## config.mk

```make
export PLATFORM = sky130hd
export DESIGN_NAME = cp0_timer_int
export DESIGN_NICKNAME = d
export VERILOG_FILES = /design/src/rtl/cp0_pkg.sv /design/src/rtl/cp0_timer.sv /design/src/rtl/cp0_timer_int.sv
export SDC_FILE = /design/constraint.sdc
export NUM_CORES = 1
export LEC_CHECK = 0
export ABC_AREA = 1
export BUFFER_PORTS_ARGS = -buffer_cell sky130_fd_sc_hd__buf_2
export CELL_PAD_IN_SITES_DETAIL_PLACEMENT = 1
export CELL_PAD_IN_SITES_GLOBAL_PLACEMENT = 1
export CORE_MARGIN = 3
export CORE_UTILIZATION = 41
export DETAILED_ROUTE_END_ITERATION = 8
export PLACE_DENSITY = 0.83
export SLEW_MARGIN = 20
export SYNTH_ARGS = -nofsm -noshare
export SYNTH_HDL_FRONTEND = slang
export SYNTH_HIERARCHICAL = 1
export SYNTH_SLANG_ARGS = --single-unit
```

## constraint.sdc

```tcl
create_clock -name clk -period 3.49 [get_ports clk]
set_clock_uncertainty 0.15 [all_clocks]
set_input_delay 0.349 -clock clk [delete_from_list [all_inputs] [get_ports clk]]
set_output_delay 0.349 -clock clk [all_outputs]
set_load 0.02 [all_outputs]
```

## src/rtl/cp0_pkg.sv

```systemverilog
// Shared CP0 definitions: register addresses, exception codes and field positions.
package cp0_pkg;

    localparam logic [7:0] ADDR_BADVADDR = 8'd64;
    localparam logic [7:0] ADDR_COUNT    = 8'd72;
    localparam logic [7:0] ADDR_COMPARE  = 8'd88;
    localparam logic [7:0] ADDR_STATUS   = 8'd96;
    localparam logic [7:0] ADDR_CAUSE    = 8'd104;
    localparam logic [7:0] ADDR_EPC      = 8'd112;

    typedef enum logic [4:0] {
        EXC_INT  = 5'd0,
        EXC_ADEL = 5'd4,
        EXC_ADES = 5'd5,
        EXC_SYS  = 5'd8,
        EXC_BP   = 5'd9,
        EXC_RI   = 5'd10,
        EXC_OV   = 5'd12
    } exccode_e;

    localparam int STATUS_IE     = 0;
    localparam int STATUS_EXL    = 1;
    localparam int STATUS_IM_LSB = 8;
    localparam int STATUS_BEV    = 22;
    localparam int CAUSE_EXC_LSB = 2;
    localparam int CAUSE_IP_LSB  = 8;
    localparam int CAUSE_TI      = 30;
    localparam int CAUSE_BD      = 31;

    localparam int MAX_HW_INT = 6;

    // Address-error exceptions are the only ones that capture BadVAddr.
    function automatic logic is_addr_exc(input logic [4:0] code);
        return (code == EXC_ADEL) || (code == EXC_ADES);
    endfunction

endpackage

```

## src/rtl/cp0_timer.sv

```systemverilog
// Count/Compare timer: prescaled Count, Compare register and the sticky TI flag.
module cp0_timer #(
    parameter int COUNT_DIV = 2
) (
    input  logic        clk,
    input  logic        reset,
    input  logic        count_we,
    input  logic        compare_we,
    input  logic [31:0] wdata,
    output logic [31:0] count,
    output logic [31:0] compare,
    output logic        ti
);

    localparam int DIV_W = (COUNT_DIV > 1) ? $clog2(COUNT_DIV) : 1;
    localparam logic [DIV_W-1:0] DIV_MAX = DIV_W'(COUNT_DIV - 1);

    logic [DIV_W-1:0] div_r;
    logic             incd_r;   // Count was advanced by the divider on the last edge
    logic             wrap_s;

    assign wrap_s = (div_r == DIV_MAX);

    // Divider, Count, Compare and TI; software writes override the timer.
    always_ff @(posedge clk) begin
        if (reset) begin
            div_r   <= '0;
            incd_r  <= 1'b0;
            count   <= 32'd0;
            compare <= 32'd0;
            ti      <= 1'b0;
        end else begin
            if (count_we) begin
                count  <= wdata;
                div_r  <= '0;
                incd_r <= 1'b0;
            end else begin
                div_r  <= wrap_s ? '0 : div_r + 1'b1;
                incd_r <= wrap_s;
                if (wrap_s) begin
                    count <= count + 32'd1;
                end else begin
                    count <= count;
                end
            end

            if (compare_we) begin
                compare <= wdata;
                ti      <= 1'b0;
            end else if (incd_r && (count == compare)) begin
                ti <= 1'b1;
            end else begin
                ti <= ti;
            end
        end
    end

endmodule

```

## src/rtl/cp0_timer_int.sv

```systemverilog
// Architectural CP0 state beside WS: exception/ERET commit, MFC0/MTC0, interrupts and redirect.
module cp0_timer_int
    import cp0_pkg::*;
#(
    parameter int          NUM_HW_INT = 6,
    parameter int          COUNT_DIV  = 2,
    parameter logic [31:0] EXC_VECTOR = 32'hbfc0_0380
) (
    input  logic                  clk,
    input  logic                  reset,
    input  logic                  ws_valid,
    input  logic                  ws_excp,
    input  logic [4:0]            ws_excode,
    input  logic [31:0]           ws_pc,
    input  logic                  ws_bd,
    input  logic [31:0]           ws_badvaddr,
    input  logic                  ws_eret,
    input  logic                  mtc0_we,
    input  logic [7:0]            c0_addr,
    input  logic [31:0]           mtc0_wdata,
    output logic [31:0]           mfc0_rdata,
    input  logic [NUM_HW_INT-1:0] hw_int,
    output logic                  int_pending,
    output logic                  flush,
    output logic [31:0]           flush_pc
);

    logic [31:0] badvaddr_r, epc_r;
    logic [7:0]  im_r;
    logic        exl_r, ie_r, bd_r;
    logic [4:0]  exccode_r;
    logic [1:0]  sw_ip_r;
    logic [MAX_HW_INT-1:0] hw_ip_r, hw_ext_s;
    logic [31:0] count_s, compare_s;
    logic        ti_s;
    logic        commit_exc_s, commit_eret_s, commit_mtc0_s;
    logic [7:0]  ip_s;
    logic [31:0] status_s, cause_s;

    // Lines beyond NUM_HW_INT read as zero in Cause.IP.
    for (genvar i = 0; i < MAX_HW_INT; i++) begin : g_hw
        if (i < NUM_HW_INT) begin : g_on
            assign hw_ext_s[i] = hw_int[i];
        end else begin : g_off
            assign hw_ext_s[i] = 1'b0;
        end
    end

    assign commit_exc_s  = ws_valid & ws_excp;
    assign commit_eret_s = ws_valid & ws_eret & ~ws_excp;
    assign commit_mtc0_s = ws_valid & mtc0_we & ~ws_excp & ~ws_eret;

    cp0_timer #(.COUNT_DIV(COUNT_DIV)) u_timer (
        .clk        (clk),
        .reset      (reset),
        .count_we   (commit_mtc0_s && (c0_addr == ADDR_COUNT)),
        .compare_we (commit_mtc0_s && (c0_addr == ADDR_COMPARE)),
        .wdata      (mtc0_wdata),
        .count      (count_s),
        .compare    (compare_s),
        .ti         (ti_s)
    );

    assign ip_s     = {hw_ip_r[5] | ti_s, hw_ip_r[4:0], sw_ip_r};
    assign status_s = {9'd0, 1'b1, 6'd0, im_r, 6'd0, exl_r, ie_r};
    assign cause_s  = {bd_r, ti_s, 14'd0, ip_s, 1'b0, exccode_r, 2'd0};
    assign int_pending = ie_r & ~exl_r & (|(ip_s & im_r));

    // MFC0 read mux over pre-edge state.
    always_comb begin
        mfc0_rdata = 32'd0;
        case (c0_addr)
            ADDR_BADVADDR: mfc0_rdata = badvaddr_r;
            ADDR_COUNT:    mfc0_rdata = count_s;
            ADDR_COMPARE:  mfc0_rdata = compare_s;
            ADDR_STATUS:   mfc0_rdata = status_s;
            ADDR_CAUSE:    mfc0_rdata = cause_s;
            ADDR_EPC:      mfc0_rdata = epc_r;
            default:       mfc0_rdata = 32'd0;
        endcase
    end

    // Redirect for the commit cycle of an exception or ERET.
    always_comb begin
        flush    = 1'b0;
        flush_pc = 32'd0;
        if (reset) begin
            flush    = 1'b0;
            flush_pc = 32'd0;
        end else if (commit_exc_s) begin
            flush    = 1'b1;
            flush_pc = EXC_VECTOR;
        end else if (commit_eret_s) begin
            flush    = 1'b1;
            flush_pc = epc_r;
        end else begin
            flush    = 1'b0;
            flush_pc = 32'd0;
        end
    end

    // Architectural state update; a nested exception keeps the original EPC/BD.
    always_ff @(posedge clk) begin
        if (reset) begin
            badvaddr_r <= 32'd0;
            epc_r      <= 32'd0;
            im_r       <= 8'd0;
            exl_r      <= 1'b0;
            ie_r       <= 1'b0;
            bd_r       <= 1'b0;
            exccode_r  <= 5'd0;
            sw_ip_r    <= 2'd0;
            hw_ip_r    <= '0;
        end else begin
            hw_ip_r <= hw_ext_s;
            if (commit_exc_s) begin
                if (!exl_r) begin
                    epc_r <= ws_bd ? (ws_pc - 32'd4) : ws_pc;
                    bd_r  <= ws_bd;
                end
                exl_r     <= 1'b1;
                exccode_r <= ws_excode;
                if (is_addr_exc(ws_excode)) begin
                    badvaddr_r <= ws_badvaddr;
                end
            end else if (commit_eret_s) begin
                exl_r <= 1'b0;
            end else if (commit_mtc0_s) begin
                case (c0_addr)
                    ADDR_STATUS: begin
                        im_r  <= mtc0_wdata[STATUS_IM_LSB +: 8];
                        exl_r <= mtc0_wdata[STATUS_EXL];
                        ie_r  <= mtc0_wdata[STATUS_IE];
                    end
                    ADDR_CAUSE: sw_ip_r <= mtc0_wdata[CAUSE_IP_LSB +: 2];
                    ADDR_EPC:   epc_r   <= mtc0_wdata;
                    default: begin
                    end
                endcase
            end
        end
    end

endmodule

```

==> results of run 1 <==
[metal layers]
| metal | wire (um) | global-route usage (%) |
|---|---|---|
| met5 | 0 | 0 |
| met4 | 1220 | 11.2 |
| met3 | 2870 | 4.78 |
| met2 | 19000 | 52.8 |
| met1 | 18400 | 45.9 |
[worst min path at each step]
stage / endpoint / slack (ns) / cells after the start
after global placement: exccode_r[2] / 0.30 / 2
after detailed placement: im_r[7] / 0.31 / 2
after floorplan: bd_r / 0.28 / 2
after CTS: badvaddr_r[8] / 0.02 / 3
after global routing: exccode_r[2] / 0.03 / 3
final: badvaddr_r[8] / 0.02 / 3
[kinds of logic after synthesis]
group,Yosys count,synth area share [%]
compound gates,352,20.6
xor+xnor,19,1.77
fa+ha+maj,2,0.267
buf+inv,259,11.0
flops,155,33.1
simple gates,732,33.3
[per-stage QoR]
stage,hold WS [ns],total power [mW],std cells
6_report,0.0205,4.28,1972
5_1_grt,0.0320,4.40,1972
4_1_cts,0.0186,4.27,1972
3_5_place_dp,0.311,2.32,1934
3_3_place_gp,0.302,2.31,1934
2_1_floorplan,0.280,2.09,1519
[cell usage in the layout, fill, tap and decap left out, types with 9 or more instances in the layout]
master     Yosys  layout
nor2_2         8      10
a21oi_1      134     134
nor3_1        29      29
nor2_1       204     202
nand2_1      354     354
xor2_1        14      14
nand3_1       86      86
a22oi_1       23      23
buf_4          6      20
o2111ai_1     17      17
clkbuf_16      0      17
dfxtp_1      155     155
buf_2         16     187
inv_2          8       9
nand4_1       19      19
o21ai_0      148     148
inv_1        176     175
[layout make-up]
class,instances,share of cell area [%]
sequential,155,27.7
tap,280,3.13
clock inverter,15,1.68
multi-input combinational,1105,46.9
inverter,185,6.20
timing repair buffer,215,10.6
clock buffer,17,3.80
[sequential cells by signal, summed over array words and instances (netlist names), 2 cells and up]
| signal | count |
|---|---|
| u_timer/count | 32 |
| exccode_r | 5 |
| badvaddr_r | 32 |
| epc_r | 32 |
| hw_ip_r | 6 |
| u_timer/compare | 32 |
| im_r | 8 |
| sw_ip_r | 2 |
[critical path, delay by kind of cell]
kind	cells	cell delay, ns
AOI/OAI and AO/OA	2	0.22
buffers and inverters	4	0.78
and+or+nand+nor	4	0.99
[power by group through the flow]
stage / logic (mW) / clock network (mW) / registers (mW)
3_5_place_dp: 0.443 / 0 / 1.88
2_1_floorplan: 0.226 / 0 / 1.87
3_3_place_gp: 0.434 / 0 / 1.88
4_1_cts: 0.453 / 1.98 / 1.84
5_1_grt: 0.502 / 2.06 / 1.84
6_report: 0.462 / 1.98 / 1.84
[timing repair]
action | CTS | global route
gates resized for setup | 0 | 0
setup endpoints to repair | 0 | 0
hold endpoints to repair | 6 | 0
hold buffers | 6 | 0
==> flow_metrics.py, run 1 <==
metrics = {
    "status": {
        "status": "finished, final reports clean",
    },
    "global_route": {
        "grt_max_degree": 42,
        "grt_usage_pct": 33.1,
        "antenna_found_initial": 0,
        "grt_pass1_wl_um": 63300,
        "globalRouteOverflowTotal": 0,
        "first_global_vias": 11100,
    },
    "sta": {
        "relSlewSlack_pct": 45.3,
        "setup_violations": 0,
        "slew_viol_final": 0,
        "finalCritPeriodShare_pct": 81.5,
        "worst_pin_slew_ns": 0.820,
        "clock.fmax_ghz": 0.352,
        "hold_viol": 0,
        "rsz0062_at_grt": "no",
        "tns_ns": 0,
        "layout_min_cycle_time_ns": 2.84,
        "setup_slack_ns": 0.647,
    },
    "die": {
        "pin_count": 188,
        "dieArea_um2": 24700,
        "die_w_um": 157,
        "die_h_um": 157,
        "design.core.area_um2": 22200,
        "std_cell_rows": 54,
        "start_util_pct": 42.3,
    },
    "detailed_routing": {
        "drt_pass1_iterations": 5,
        "drt_iter0_markers": 1005,
        "drt-total-wl_um": 41500,
        "post_drt_wl_per_cell_um": 21.1,
        "avgViaCountPerCell": 5.71,
        "drc": 0,
        "vias": 11300,
        "drt.antenna.violating_nets": 0,
    },
    "clock_tree": {
        "cts_tree": "yes",
        "numCtsBuffers": 17,
        "cts_setup_buffers": 0,
        "clk_pin_slew_ns": 0.07,
        "h-tree-depth": 4,
        "insertion_delay_ns": 0.43,
        "cts.sinks": 155,
        "clockBufferDepth": 2,
        "cts_root_buffer": "clkbuf_16",
    },
    "worst_setup_path": {
        "crit_path_end_kind": "output port",
        "cp-start-kind": "primary input",
        "r2r_end": "epc_r[9]",
        "cp.required_ns": 2.99,
        "critPathCapture": "mfc0_rdata[14]",
        "reg2reg_slack_ns": 1.21,
        "r2r-start": "exl_r",
        "rr_worst_depth": 7,
        "worstPathArrival_ns": 2.34,
        "crit_path_top_delay_cell": "nor4_1",
        "path_common_cell": "nand2_1",
        "crit_path_max_fanout": 12,
        "slowest_delay_ns": 0.47,
        "worstSetupStartpoint": "c0_addr[3]",
        "crit_type": "in -> out",
        "crit_chain": "buf_2 -> inv_1 -> nor4_1 -> nand2_1 -> inv_1 -> nand2_1 -> o21ai_0 -> a21oi_1 -> nand2_1 -> buf_2",
    },
    "synthesis": {
        "synthCells": 1519,
        "ys_ff_latch": 155,
        "synth_edf_count": 0,
        "synth_cell_types": 44,
        "synth_top_cell_by_area": "dfxtp_1",
        "yosysTopAreaCellShare_pct": 33.1,
        "avgSynthCellArea_um2": 6.18,
        "yosys-top-cells-count": "nand2_1, nor2_1, inv_1, dfxtp_1, o21ai_0",
        "ys.flop_type": "dfxtp_1",
        "syn_nets": 1643,
        "synthTopCellsByArea": "dfxtp_1, nand2_1, nor2_1, o21ai_0, a21oi_1",
        "async_reset_ff_share_pct": 0,
        "syn_area_um2": 9380,
        "synth-seq-area-share_pct": 33.1,
        "yosys_warnings": 6,
        "yosysMostFrequentCell": "nand2_1",
    },
    "place": {
        "place_area_um2": 10500,
        "routabilityCongestion": 0.951,
        "pre_cts_ws_ns": 0.556,
        "io_buffers": 187,
        "dpl.hpwl_um": 32200,
    },
    "power": {
        "intPower_mw": 3.09,
        "power.density_nw_per_um2": 382,
        "leakagePower_nw": 4.78,
        "seqPwrFrac_pct": 42.9,
        "max-vdd-ir-drop_v": 0.000243,
        "p_sw_mw": 1.19,
        "p_comb_share_pct": 10.8,
        "clkPwrFrac_pct": 46.3,
        "netSwitchingFraction_pct": 27.8,
    },
    "final_layout": {
        "multi_input_area_um2": 5250,
        "drive_gt1_share_pct": 17.1,
        "final_design_area_no_fill_um2": 11200,
        "nNetsFinal": 1803,
        "utilization_pct": 50.5,
        "num-fill-cells": 3116,
        "regArea_um2": 3100,
        "n_antenna_cell": 0,
        "syn2layout_area_growth_pct": 19.4,
    },
    "run": {
        "maxCapViolCount": 0,
    },
    "worst_hold_path": {
        "hp-class": "in -> reg",
        "hp-start": "ws_badvaddr[8]",
    },
}
Note: power is estimated with default switching activity, not from simulation.
==> inputs of run 2 (changes only) <==
ABC_AREA = 0   (was 1)
CORE_UTILIZATION = 40   (was 41)
PLACE_DENSITY = 0.77   (was 0.83)
clock period = 2.8 ns   (was 3.49 ns; I/O delays follow)
==> flow_metrics.py, run 2 <==
metrics = {
    "sta": {
        "setup_violations": 0,
        "relSlewSlack_pct": 49.7,
        "finalCritPeriodShare_pct": 88.9,
        "layout_min_cycle_time_ns": 2.49,
        "slew_viol_final": 0,
        "rsz0062_at_grt": "no",
        "worst_pin_slew_ns": 0.747,
        "clock.fmax_ghz": 0.402,
        "setup_slack_ns": 0.312,
        "hold_viol": 0,
        "tns_ns": 0,
    },
    "synthesis": {
        "yosysTopAreaCellShare_pct": 35.0,
        "ys_ff_latch": 155,
        "synth-seq-area-share_pct": 35.0,
        "async_reset_ff_share_pct": 0,
        "synth_edf_count": 0,
        "avgSynthCellArea_um2": 7.89,
        "yosys-top-cells-count": "nand2_1, dfxtp_1, nor2_1, mux2i_1, clkbuf_1",
        "yosys_warnings": 6,
        "synthCells": 1123,
        "synth_top_cell_by_area": "dfxtp_1",
        "synth_cell_types": 76,
        "synthTopCellsByArea": "dfxtp_1, mux2i_1, nand2_1, nor2_1, a21oi_1",
        "syn_nets": 1247,
        "ys.flop_type": "dfxtp_1",
        "yosysMostFrequentCell": "nand2_1",
        "syn_area_um2": 8860,
    },
    "run": {
        "maxCapViolCount": 0,
    },
    "detailed_routing": {
        "drt_iter0_markers": 848,
        "drc": 0,
        "post_drt_wl_per_cell_um": 24.8,
        "vias": 9881,
        "drt.antenna.violating_nets": 0,
        "drt_pass1_iterations": 5,
        "drt-total-wl_um": 40200,
        "avgViaCountPerCell": 6.10,
    },
    "place": {
        "routabilityCongestion": 1.02,
        "io_buffers": 187,
        "pre_cts_ws_ns": 0.286,
        "dpl.hpwl_um": 30500,
    },
    "final_layout": {
        "drive_gt1_share_pct": 21.9,
        "utilization_pct": 52.8,
        "final_cell_mix": "buf_2, nand2_1, dfxtp_1",
        "final_common_cell": "buf_2",
        "nNetsFinal": 1457,
        "syn2layout_area_growth_pct": 27.5,
        "n_antenna_cell": 0,
    },
    "die": {
        "dieArea_um2": 24000,
        "std_cell_rows": 53,
        "start_util_pct": 41.4,
        "die_w_um": 155,
        "die_h_um": 155,
        "design.core.area_um2": 21400,
        "pin_count": 188,
    },
    "power": {
        "max-vdd-ir-drop_v": 0.000326,
        "leakagePower_nw": 4.56,
        "finalPower_mw": 5.57,
        "power.density_nw_per_um2": 493,
    },
    "global_route": {
        "grt_pass1_wl_um": 60200,
        "grt_usage_pct": 32.7,
        "grt_max_degree": 46,
        "globalRouteOverflowTotal": 0,
        "antenna_found_initial": 1,
        "first_global_vias": 9861,
    },
    "clock_tree": {
        "cts.sinks": 155,
        "numCtsBuffers": 17,
        "clk_pin_slew_ns": 0.07,
        "insertion_delay_ns": 0.43,
        "cts_root_buffer": "clkbuf_16",
        "h-tree-depth": 4,
        "clockBufferDepth": 2,
        "cts_tree": "yes",
    },
    "status": {
        "status": "finished, final reports clean",
    },
    "worst_setup_path": {
        "cp.required_ns": 2.37,
        "crit_type": "reg -> out",
        "worstPathArrival_ns": 2.06,
        "cp-start-kind": "flip-flop",
        "crit_path_max_fanout": 7,
        "crit_path_end_kind": "output port",
    },
    "worst_hold_path": {
        "hp-class": "in -> reg",
    },
}
[run 2: cell types whose count changed after synthesis, sizes merged, moves of 15 or more]
cell     delta
inv       -173
xor2       +15
xnor2      +31
nor2      -102
and2       +29
nand2     -192
nor4       +15
mux2i      +73
nand3      -61
a21oi      -69
clkbuf     +24
o21ai     -115
o2111ai    -17
a211oi     +18
[run 2: cells by family after synthesis]
logic type      Yosys count  synth area share (%)
compound gates          255                  19.2
xor+xnor                 65                  6.42
fa+ha+maj                 2                 0.282
buf+inv                  97                  4.41
flops                   155                  35.0
mux                      77                  9.01
simple gates            472                  25.6
[run 2: timing repair]
item,4_1_cts,5_1_grt
hold endpoints to repair,38,0
buffers inserted,0,0
resized for setup,0,0
hold buffers,38,0
[run 2: metal layers]
metal	global-route usage [%]	vias to the layer above	share of wire (%)
li1	-	4450	-
met1	44.1	4905	42
met2	52.1	443	46
met3	7.30	81	8.6
met4	10.9	2	3.2
met5	0	-	0.030
[run 2: power by group]
group	internal, mW	total, mW	switching [mW]
Clock	1.64	2.67	1.03
Sequential	2.25	2.31	0.0544
Combinational	0.231	0.593	0.362
[run 2: layout make-up]
type                       instances  area, um^2
timing repair buffer             277        1750
inverter                          11        41.3
fill                            2680       10100
multi-input combinational        871        5400
clock buffer                      19         453
tap                              275         344
sequential                       155        3100
clock inverter                    13         214
[run 2: worst paths after layout]
kind,from,endpoint,slack [ns],cells after the start
max,u_timer/count[11],mfc0_rdata[11],0.31,4
min reg2reg,badvaddr_r[4],badvaddr_r[4],0.31,2
min,mtc0_wdata[25],epc_r[25],0.03,3
max reg2reg,u_timer/count[6],u_timer/count[31],0.50,5
[run 2: worst max-delay path: stages (launching register included)]
cell	delay, ns
dfxtp_1	0.43
mux4_2	0.51
a222oi_1	0.44
inv_1	0.07
buf_2	0.17
[run 2: metrics by stage]
stage | std cells | instance area, um^2 | hold WS (ns)
finish | 1621 | 11300 | 0.0255
global route | 1621 | 11300 | 0.0267
CTS | 1621 | 11300 | 0.0152
detailed placement | 1551 | 10300 | 0.301
global placement | 1551 | 10300 | 0.294
floorplan | 1123 | 8860 | 0.218
==> inputs of run 3 (changes only) <==
CORE_UTILIZATION = 42   (was 40)
CTS_BUF_LIST = sky130_fd_sc_hd__clkbuf_4 sky130_fd_sc_hd__clkbuf_8   (was not set)
PLACE_DENSITY = 0.81   (was 0.77)
==> flow_metrics.py, run 3 (synthesis results as in run 2) <==
metrics = {
    "power": {
        "max-vdd-ir-drop_v": 0.000243,
        "netSwitchingFraction_pct": 28.2,
        "finalPower_mw": 4.77,
        "power.density_nw_per_um2": 424,
        "p_sw_mw": 1.35,
        "clkPwrFrac_pct": 38.8,
        "p_comb_share_pct": 12.8,
        "seqPwrFrac_pct": 48.4,
        "intPower_mw": 3.42,
        "leakagePower_nw": 4.51,
    },
    "worst_hold_path": {
        "hp-start": "ws_badvaddr[26]",
        "hp-class": "in -> reg",
        "holdPathStages": 3,
        "holdPathEnd": "badvaddr_r[26]",
    },
    "final_layout": {
        "nNetsFinal": 1474,
        "final_common_cell": "buf_2",
        "drive_gt1_share_pct": 21.2,
        "syn2layout_area_growth_pct": 27.1,
        "final_cell_mix": "buf_2, nand2_1, dfxtp_1",
    },
    "sta": {
        "tns_ns": 0,
        "hold_viol": 0,
        "layout_min_cycle_time_ns": 2.56,
        "rsz0062_at_grt": "no",
        "relSlewSlack_pct": 58.6,
        "finalCritPeriodShare_pct": 91.5,
        "clock.fmax_ghz": 0.390,
        "slew_viol_final": 0,
        "worst_pin_slew_ns": 0.621,
        "setup_violations": 0,
    },
    "die": {
        "pin_count": 188,
        "start_util_pct": 43.2,
        "die_w_um": 151,
        "design.core.area_um2": 20500,
        "std_cell_rows": 52,
        "die_h_um": 151,
        "dieArea_um2": 22900,
    },
    "worst_setup_path": {
        "worstPathArrival_ns": 2.13,
        "cp.required_ns": 2.37,
        "crit_type": "reg -> out",
        "cp-start-kind": "flip-flop",
        "r2r_end": "u_timer/count[31]",
        "crit_chain": "mux4_2 -> a22oi_1 -> nand2_1 -> buf_2",
        "reg2reg_slack_ns": 0.53,
        "r2r-start": "u_timer/count[6]",
        "crit_path_end_kind": "output port",
        "critPathBufInv": 1,
        "crit_path_max_fanout": 6,
        "slowest_delay_ns": 0.52,
        "rr_worst_depth": 5,
        "crit_path_top_delay_cell": "mux4_2",
        "crit_family": "multiplexers",
    },
    "clock_tree": {
        "clockBufferDepth": 2,
        "cts_tree": "yes",
        "insertion_delay_ns": 0.46,
        "h-tree-depth": 4,
        "post_cts_resized": 0,
        "numCtsBuffers": 17,
        "clk_pin_slew_ns": 0.09,
        "cts_root_buffer": "clkbuf_8",
        "cts.sinks": 155,
    },
    "global_route": {
        "antenna_found_initial": 1,
        "grt_usage_pct": 33.7,
        "grt_pass1_wl_um": 58000,
        "first_global_vias": 9739,
        "grt_max_degree": 68,
        "globalRouteOverflowTotal": 0,
    },
    "detailed_routing": {
        "drt_pass1_iterations": 6,
        "drc": 0,
        "drt.antenna.violating_nets": 0,
        "drt-total-wl_um": 39300,
        "vias": 9994,
        "post_drt_wl_per_cell_um": 24.1,
        "drt_iter0_markers": 911,
        "avgViaCountPerCell": 6.12,
    },
    "run": {
        "maxCapViolCount": 0,
    },
    "place": {
        "dpl.hpwl_um": 29200,
        "routabilityCongestion": 1.02,
        "io_buffers": 187,
    },
    "status": {
        "status": "finished, final reports clean",
    },
}
[run 3: cell count changes in the layout (fill, tap and decap cells not counted), moves of 2 or more]
cell and delta:
dlygate4sd3_1 +23, clkbuf_16 -17, clkbuf_8 +16, buf_4 -9
buf_12 +3, bufinv_16 -2, clkinvlp_4 +2
[run 3: worst max path at each step]
stage                                     to  depth (start not counted)              start  slack [ns]
after global placement             epc_r[17]                          6              ws_bd        0.31
final                         mfc0_rdata[12]                          4  u_timer/count[12]        0.24
after global routing          mfc0_rdata[11]                          4  u_timer/count[11]        0.18
after CTS                     mfc0_rdata[11]                          4  u_timer/count[11]        0.25
after detailed placement           epc_r[21]                          6              ws_bd        0.22
after floorplan           u_timer/compare[2]                          9         c0_addr[5]        0.11
[run 3: stage by stage]
stage | std cells | utilization, % | setup slack (ns) | instance area, um^2 | hold WS (ns)
detailed placement | 1540 | 49.9 | 0.218 | 10200 | 0.306
CTS | 1633 | 55.0 | 0.254 | 11300 | 0.000289
global placement | 1540 | 49.9 | 0.311 | 10200 | 0.295
global route | 1634 | 55.0 | 0.180 | 11300 | 0.00130
floorplan | 1123 | - | 0.106 | 8860 | 0.218
finish | 1634 | 55.0 | 0.238 | 11300 | 0.0107
[run 3: per-layer routing]
layer	vias to the layer above	global-route usage, %	part of all wire, %
li1	4494	-	-
met1	4912	44.0	41
met2	477	52.6	45
met3	111	8.56	8.8
met4	0	14.9	4.5
met5	-	0	0
[run 3: power groups by stage]
stage	registers (mW)	clock network [mW]	logic [mW]
3_5_place_dp	2.36	0	0.525
2_1_floorplan	2.33	0	0.259
4_1_cts	2.31	1.86	0.593
5_1_grt	2.31	1.94	0.650
3_3_place_gp	2.36	0	0.514
6_report	2.31	1.85	0.610
[run 3: repair_timing]
item                                   in CTS  in global routing
endpoints found under the hold margin      68                  0
setup buffers                               0                  0
hold buffers                               61                  0
[run 3: cell type report]
type                       instances  area (um^2)
inverter                          11         41.3
clock inverter                    13          166
sequential                       155         3100
clock buffer                      19          255
fill                            2560         9230
tap                              270          338
antenna                            1         2.50
multi-input combinational        871         5390
timing repair buffer             294         1970
[run 3: worst register-to-register path, stage by stage (launching register included)]
cell,delay (ns)
dfxtp_1,0.61
and4_1,0.42
nand4_4,0.21
or4_1,0.55
o21ai_1,0.15
o2bb2ai_1,0.12
